===== config.mk =====
export PLATFORM = sky130hd
export DESIGN_NAME = sdram_req_bridge
export DESIGN_NICKNAME = d
export VERILOG_FILES = /design/src/rtl/sdram_pkg.sv /design/src/rtl/sdram_req_bridge.sv
export SDC_FILE = /design/constraint.sdc
export NUM_CORES = 1
export LEC_CHECK = 0
export CAP_MARGIN = 10
export CORE_ASPECT_RATIO = 1.2
export CORE_MARGIN = 5
export CORE_UTILIZATION = 40
export DETAILED_ROUTE_END_ITERATION = 16
export PLACE_DENSITY_LB_ADDON = 0.1
export SETUP_SLACK_MARGIN = 0.4
export SLEW_MARGIN = 40
export SYNTH_ARGS = -nofsm -noshare
export SYNTH_HDL_FRONTEND = slang
export SYNTH_SLANG_ARGS = --single-unit
export TNS_END_PERCENT = 1

===== constraint.sdc =====
create_clock -name i_clk -period 2.55 [get_ports i_clk]
set_input_delay 0.51 -clock i_clk [delete_from_list [all_inputs] [get_ports i_clk]]
set_output_delay 0.51 -clock i_clk [all_outputs]
set_load 0.02 [all_outputs]

===== src/rtl/sdram_pkg.sv =====
// Shared types and constants for the SDRAM request bridge.
// Holds the bridge state encoding and the default bus widths.
package sdram_pkg;

    typedef enum logic [2:0] {IDLE, WR, RD, RDW, DONE} bridge_state_t;

    localparam int SDRAM_ADDR_W = 23;
    localparam int SDRAM_DATA_W = 32;

    localparam logic [3:0] BE_ALL_N = 4'b0000;

endpackage


===== src/rtl/sdram_req_bridge.sv =====
// Bridges the core's single-outstanding SDRAM request bus onto the Avalon-MM
// s1 slave of the SDRAM controller, with a read watchdog so no client can hang.
module sdram_req_bridge
    import sdram_pkg::*;
#(
    parameter int ADDR_W     = SDRAM_ADDR_W,
    parameter int DATA_W     = SDRAM_DATA_W,
    parameter int RD_TIMEOUT = 1023
) (
    input  logic              i_clk,
    input  logic              i_rst,
    input  logic              sdram_read,
    input  logic              sdram_write,
    input  logic [ADDR_W-1:0] sdram_addr,
    input  logic [DATA_W-1:0] sdram_writedata,
    output logic [DATA_W-1:0] sdram_readdata,
    output logic              sdram_finished,
    output logic              o_busy,
    output logic              o_timeout,
    output logic [ADDR_W-1:0] new_sdram_controller_0_s1_address,
    output logic [3:0]        new_sdram_controller_0_s1_byteenable_n,
    output logic              new_sdram_controller_0_s1_chipselect,
    output logic [DATA_W-1:0] new_sdram_controller_0_s1_writedata,
    output logic              new_sdram_controller_0_s1_read_n,
    output logic              new_sdram_controller_0_s1_write_n,
    input  logic [DATA_W-1:0] new_sdram_controller_0_s1_readdata,
    input  logic              new_sdram_controller_0_s1_readdatavalid,
    input  logic              new_sdram_controller_0_s1_waitrequest
);

    localparam int CNT_W = $clog2(RD_TIMEOUT + 1);
    // The counter reads 1 in the first RDW cycle, so the last waiting cycle holds RD_TIMEOUT-1.
    localparam logic [CNT_W-1:0] TO_LAST = CNT_W'(RD_TIMEOUT - 1);

    bridge_state_t     state_q, state_d;
    logic [ADDR_W-1:0] addr_q, addr_d;
    logic [DATA_W-1:0] wdata_q, wdata_d;
    logic [DATA_W-1:0] rdata_q, rdata_d;
    logic [CNT_W-1:0]  cnt_q, cnt_d;
    logic              cs_q, cs_d;
    logic              rd_n_q, rd_n_d;
    logic              wr_n_q, wr_n_d;
    logic              fin_q, fin_d;
    logic              to_q, to_d;

    always_ff @(posedge i_clk or negedge i_rst) begin
        if (!i_rst) begin
            state_q <= IDLE;
            addr_q  <= '0;
            wdata_q <= '0;
            rdata_q <= '0;
            cnt_q   <= '0;
            cs_q    <= 1'b0;
            rd_n_q  <= 1'b1;
            wr_n_q  <= 1'b1;
            fin_q   <= 1'b0;
            to_q    <= 1'b0;
        end else begin
            state_q <= state_d;
            addr_q  <= addr_d;
            wdata_q <= wdata_d;
            rdata_q <= rdata_d;
            cnt_q   <= cnt_d;
            cs_q    <= cs_d;
            rd_n_q  <= rd_n_d;
            wr_n_q  <= wr_n_d;
            fin_q   <= fin_d;
            to_q    <= to_d;
        end
    end

    always_comb begin
        state_d = state_q;
        addr_d  = addr_q;
        wdata_d = wdata_q;
        rdata_d = rdata_q;
        cnt_d   = cnt_q;
        cs_d    = cs_q;
        rd_n_d  = rd_n_q;
        wr_n_d  = wr_n_q;
        fin_d   = 1'b0;
        to_d    = to_q;
        case (state_q)
            IDLE: begin
                if (sdram_write) begin
                    addr_d  = sdram_addr;
                    wdata_d = sdram_writedata;
                    cs_d    = 1'b1;
                    wr_n_d  = 1'b0;
                    state_d = WR;
                end else if (sdram_read) begin
                    addr_d  = sdram_addr;
                    cs_d    = 1'b1;
                    rd_n_d  = 1'b0;
                    cnt_d   = '0;
                    state_d = RD;
                end
            end
            WR: begin
                if (!new_sdram_controller_0_s1_waitrequest) begin
                    cs_d    = 1'b0;
                    wr_n_d  = 1'b1;
                    fin_d   = 1'b1;
                    state_d = DONE;
                end
            end
            RD: begin
                if (!new_sdram_controller_0_s1_waitrequest) begin
                    cs_d   = 1'b0;
                    rd_n_d = 1'b1;
                    cnt_d  = CNT_W'(1);
                    // A zero-latency return completes straight from the acceptance cycle.
                    if (new_sdram_controller_0_s1_readdatavalid) begin
                        rdata_d = new_sdram_controller_0_s1_readdata;
                        fin_d   = 1'b1;
                        state_d = DONE;
                    end else begin
                        state_d = RDW;
                    end
                end
            end
            RDW: begin
                cnt_d = cnt_q + CNT_W'(1);
                if (new_sdram_controller_0_s1_readdatavalid) begin
                    rdata_d = new_sdram_controller_0_s1_readdata;
                    fin_d   = 1'b1;
                    state_d = DONE;
                end else if (cnt_q >= TO_LAST) begin
                    rdata_d = '0;
                    to_d    = 1'b1;
                    fin_d   = 1'b1;
                    state_d = DONE;
                end
            end
            DONE: state_d = IDLE;
            default: state_d = IDLE;
        endcase
    end

    assign sdram_readdata                         = rdata_q;
    assign sdram_finished                         = fin_q;
    assign o_busy                                 = (state_q != IDLE);
    assign o_timeout                              = to_q;
    assign new_sdram_controller_0_s1_address      = addr_q;
    assign new_sdram_controller_0_s1_byteenable_n = BE_ALL_N;
    assign new_sdram_controller_0_s1_chipselect   = cs_q;
    assign new_sdram_controller_0_s1_writedata    = wdata_q;
    assign new_sdram_controller_0_s1_read_n       = rd_n_q;
    assign new_sdram_controller_0_s1_write_n      = wr_n_q;

endmodule


==> results.txt <==
* Total of buffers placed on input and output ports: 185
- First-pass GRT wire length: 18000 um
- Across every metal layer, demand over resource in global routing totals ~17%.
- Worst supply voltage drop on vdd: 0.433 mV
- The worst setup path is captured at an output port.
- Post-CTS Setup Inserts: 0
* Number of detailed-route iterations in the first pass: 4
- Summed over all layers, the global routing overflow is 0.
- Grouping stages by cell kind, the critical path spends the most delay in simple AND/OR/NAND/NOR gates.
* Worst-path clk slew: 70 ps
- Synth warn: 0
- Area of all placed cells without fillers: 6670 sq um
- Per report_power, the combinational group accounts for 50.5% of the total.
- Subtracting the final worst setup slack from the clock period gives 2050 ps.
- In this run the worst path has a maximum fanout of 3.
* DP Worst Slack: about 320 ps
* Number of unique standard cell types used by synthesis: 49
- Max-cap violations in this run came to 0.
- Final setup violation count: 0
- Flip-flop and latch count after synthesis: approximately 110
- Most used flip-flop cell after synthesis: dfrtp_1
- Worst slew margin: 57.4%
- TritonCTS sink count: 105
- Placed standard-cell area: 6360 sq um
- Fill cells in the final layout number roughly 880.
- Count of routing violations after the opening detailed-route iteration: 116
* Portion of the post-synthesis area used by sequential elements: between 50% and 60%
- In this run the core area contains 42 standard-cell rows.
- TNS Setup: 0 ps
- The startpoint identified for the worst register-to-register timing path is state_q[2]$_DFFE_PN0P_.
* Global placer's final weighted congestion: 0.774
* Synth async-reset ratio: between 90% and 100%
- RSZ-0062 raised after global routing: false
- The average instance in the mapped netlist occupies 14.5 sq um.
- Most frequent cells in the layout: 183 x clkdlybuf4s50_1, 103 x dfrtp_1, 32 x a22o_1
* Commonest non-fill, non-tap cell in the layout: clkdlybuf4s50_1
- The die covers about 13000 sq um.
- DR vias: 3180
* Power per cell area: 1290 nW/um^2
- After layout, the design draws a total of 8.57 mW.
- Sum of routed wire length over all layers: 11500 um
- The worst setup path is of the reg -> out kind.
- The initial utilization of the core area, before any placement, comes to 40.4%.
- In the routed design, unresolved DRC markers number 0.
- Cells fill between 60% and 70% of the core in the end.
* Die Y: 125 um
- Via count of the first global-routing pass: 3228
- Clk Latency, worst-skew pair: 340 ps
* Area of the core: 10900 sq um
* Fin nets: 588
* Half-perimeter wire length after placement: between 8000 and 9000 um
- The number of clock buffers added by TritonCTS is 9.
* Power spent charging and discharging nets: 3.09 mW
- Entering global routing, the biggest net connects 54 pins.
* Layout cell share with drive strength beyond 1: 12.7%
- At the pin with the least slew margin, the transition time is between 600 and 700 ps.
- Initial antenna violation count: 0
- TritonCTS built the clock tree.
- Post-synthesis instance area: 4410 sq um
- Average wire per cell in the routed design: approximately 18 um
- 190 I/O pins were placed.
- The internal power of the cells totals 5.48 mW.
- Post-synth EDFFs: 0
- HP Class: in -> async
- Measured along the x axis, the die boundary spans 106 um.
- STA classifies the critical path startpoint as a flip-flop.
* Cell with the largest stage delay on the worst path: or3_4
- Clock root buffer: clkbuf_16
- Via/cell ratio: 5.05
- Relative contribution of the clock network to total power: 16.8%
- H-tree levels: 3
* Diode insertion count for antenna repair: 0
- The analysis attributes to cell leakage a power of 2.87 nW.
* Maximum clock insertion buffer count: 2
- Slowest stage delay, CP: 460 ps
- Hold violation count in the final report: 0
* Worst setup path startpoint: state_q[1]$_DFFE_PN0P_
- In the post-route analysis, the smallest setup slack over all paths is 496 ps.
- Setup clock skew after layout: 8.52 ps
- Net switching is 36.1% of the power.
- Critical Path RT: 2040 ps
- Fraction of power consumed by sequential logic: 32.7%
- Crit path arrival time: 1540 ps
- In the finished design, the share of the clock period the worst path needs comes to approximately four fifths.
- The number of pins exceeding their max-slew limit in the final report was 0.
- Together, buffers and inverters on the worst path number 1.
* Cells along the critical path: or3_4 > dlygate4sd2_1
* Status: completed
- Synthesis handed over a netlist of 305 instances.
- Highest clock rate: 487 MHz
* Detail Route Antenna Nets: 0
* Area growth from synthesis to layout: 51.2%
layer usage:
metal / up-vias / part of all wire, % / GRT usage, %
li1: 1489 / - / -
met1: 1585 / 42 / 21.8
met2: 95 / 51 / 29.1
met3: 11 / 5.8 / 5.00
met4: 0 / 1.5 / 5.11
met5: - / 0 / 0
worst paths after layout:
path                                                                      to  slack, ps  depth (start not counted)
min in group i_clk                                     o_timeout$_DFFE_PN0P_        470                          1
max in group asynchronous                               cnt_q[2]$_DFFE_PN0P_       1770                          2
max reg2reg                                   sdram_readdata[25]$_DFFE_PN0P_        680                          6
min reg2reg                                            o_timeout$_DFFE_PN0P_        470                          1
min                        new_sdram_controller_0_s1_address[21]$_DFFE_PN0P_        110                          1
max                                                                   o_busy        500                          2
flip-flops by register name, indices dropped and copies added, names as in the netlist:
signal and cells:
sdram_finished 1, new_sdram_controller_0_s1_address 23, new_sdram_controller_0_s1_writedata 32, new_sdram_controller_0_s1_write_n 1, o_timeout 1, cnt_q 10
state_q 3, new_sdram_controller_0_s1_chipselect 1, sdram_readdata 32, new_sdram_controller_0_s1_read_n 1
worst reg2reg max path, stage by stage (launching register included):
cell and delay [ps]:
dfrtp_1 380, buf_4 200, nand3b_1 350, nor4_2 280, o21ai_2 80, buf_4 240
a22o_1 240
final cells by class:
cell class / instances / area [sq um] / area share (%)
Timing Repair Buffer: 197 / 1980 / 29.6
Sequential cell: 105 / 2630 / 39.4
Clock buffer: 9 / 225 / 3.38
Clock inverter: 7 / 87.6 / 1.31
Tap cell: 132 / 165 / 2.48
Multi-Input combinational cell: 177 / 1570 / 23.6
Inverter: 3 / 11.3 / 0.169
metrics by stage:
stage | hold WS, ps | instances
floorplan | 214 | 308
global placement | 443 | 614
detailed placement | 448 | 614
CTS | 115 | 630
global route | 124 | 630
finish | 111 | 630
synth_stat cells (all sizes together) (2+ instances only):
library cell / count / area share (%)
a21oi: 8 / 0.91
a22o: 32 / 6.4
and3: 2 / 0.28
buf: 20 / 4.5
clkbuf: 3 / 0.26
dfrtp: 103 / 58
dfstp: 2 / 1.2
ha: 2 / 0.57
inv: 3 / 0.26
mux2: 55 / 16
mux2i: 2 / 0.45
nand2: 5 / 0.43
nand2b: 3 / 0.48
nand3: 6 / 0.68
nand3b: 2 / 0.34
nor2: 12 / 1.8
nor2b: 2 / 0.28
nor3: 3 / 0.34
nor4: 3 / 0.57
o21a: 2 / 0.34
o21ai: 6 / 0.77
o31ai: 6 / 1.0
o32a: 2 / 0.45
or3: 2 / 0.40
or4: 5 / 0.85
repair_timing:
action	CTS	global route
resized for setup	1	0
endpoints found under the setup margin	1	0
hold buffers	0	0
endpoints found under the hold margin	0	0
kinds of logic (layout without fill, tap and decap cells):
kind of cell	count (synthesis)	after routing	share of synthesized area, %
and+or+nand+nor	49	49	7.06
other	1	4	0.0850
xor gates and xnor gates	1	1	0.199
adders and majority gates	2	2	0.567
buffers and inverters	26	216	4.96
muxes	57	57	16.1
AOI/OAI and AO/OA	64	64	11.4
DFF	105	105	59.6
power groups by stage:
| stage | Clock, mW | Combinational [mW] | Sequential, mW |
|---|---|---|---|
| CTS | 1.48 | 4.40 | 2.81 |
| finish | 1.44 | 4.33 | 2.81 |
| global placement | 0 | 4.34 | 2.81 |
| global route | 1.56 | 4.57 | 2.91 |
| floorplan | 0 | 1.59 | 3.70 |
| detailed placement | 0 | 4.38 | 2.84 |
No activity file was read; power rests on OpenSTA's default activity.
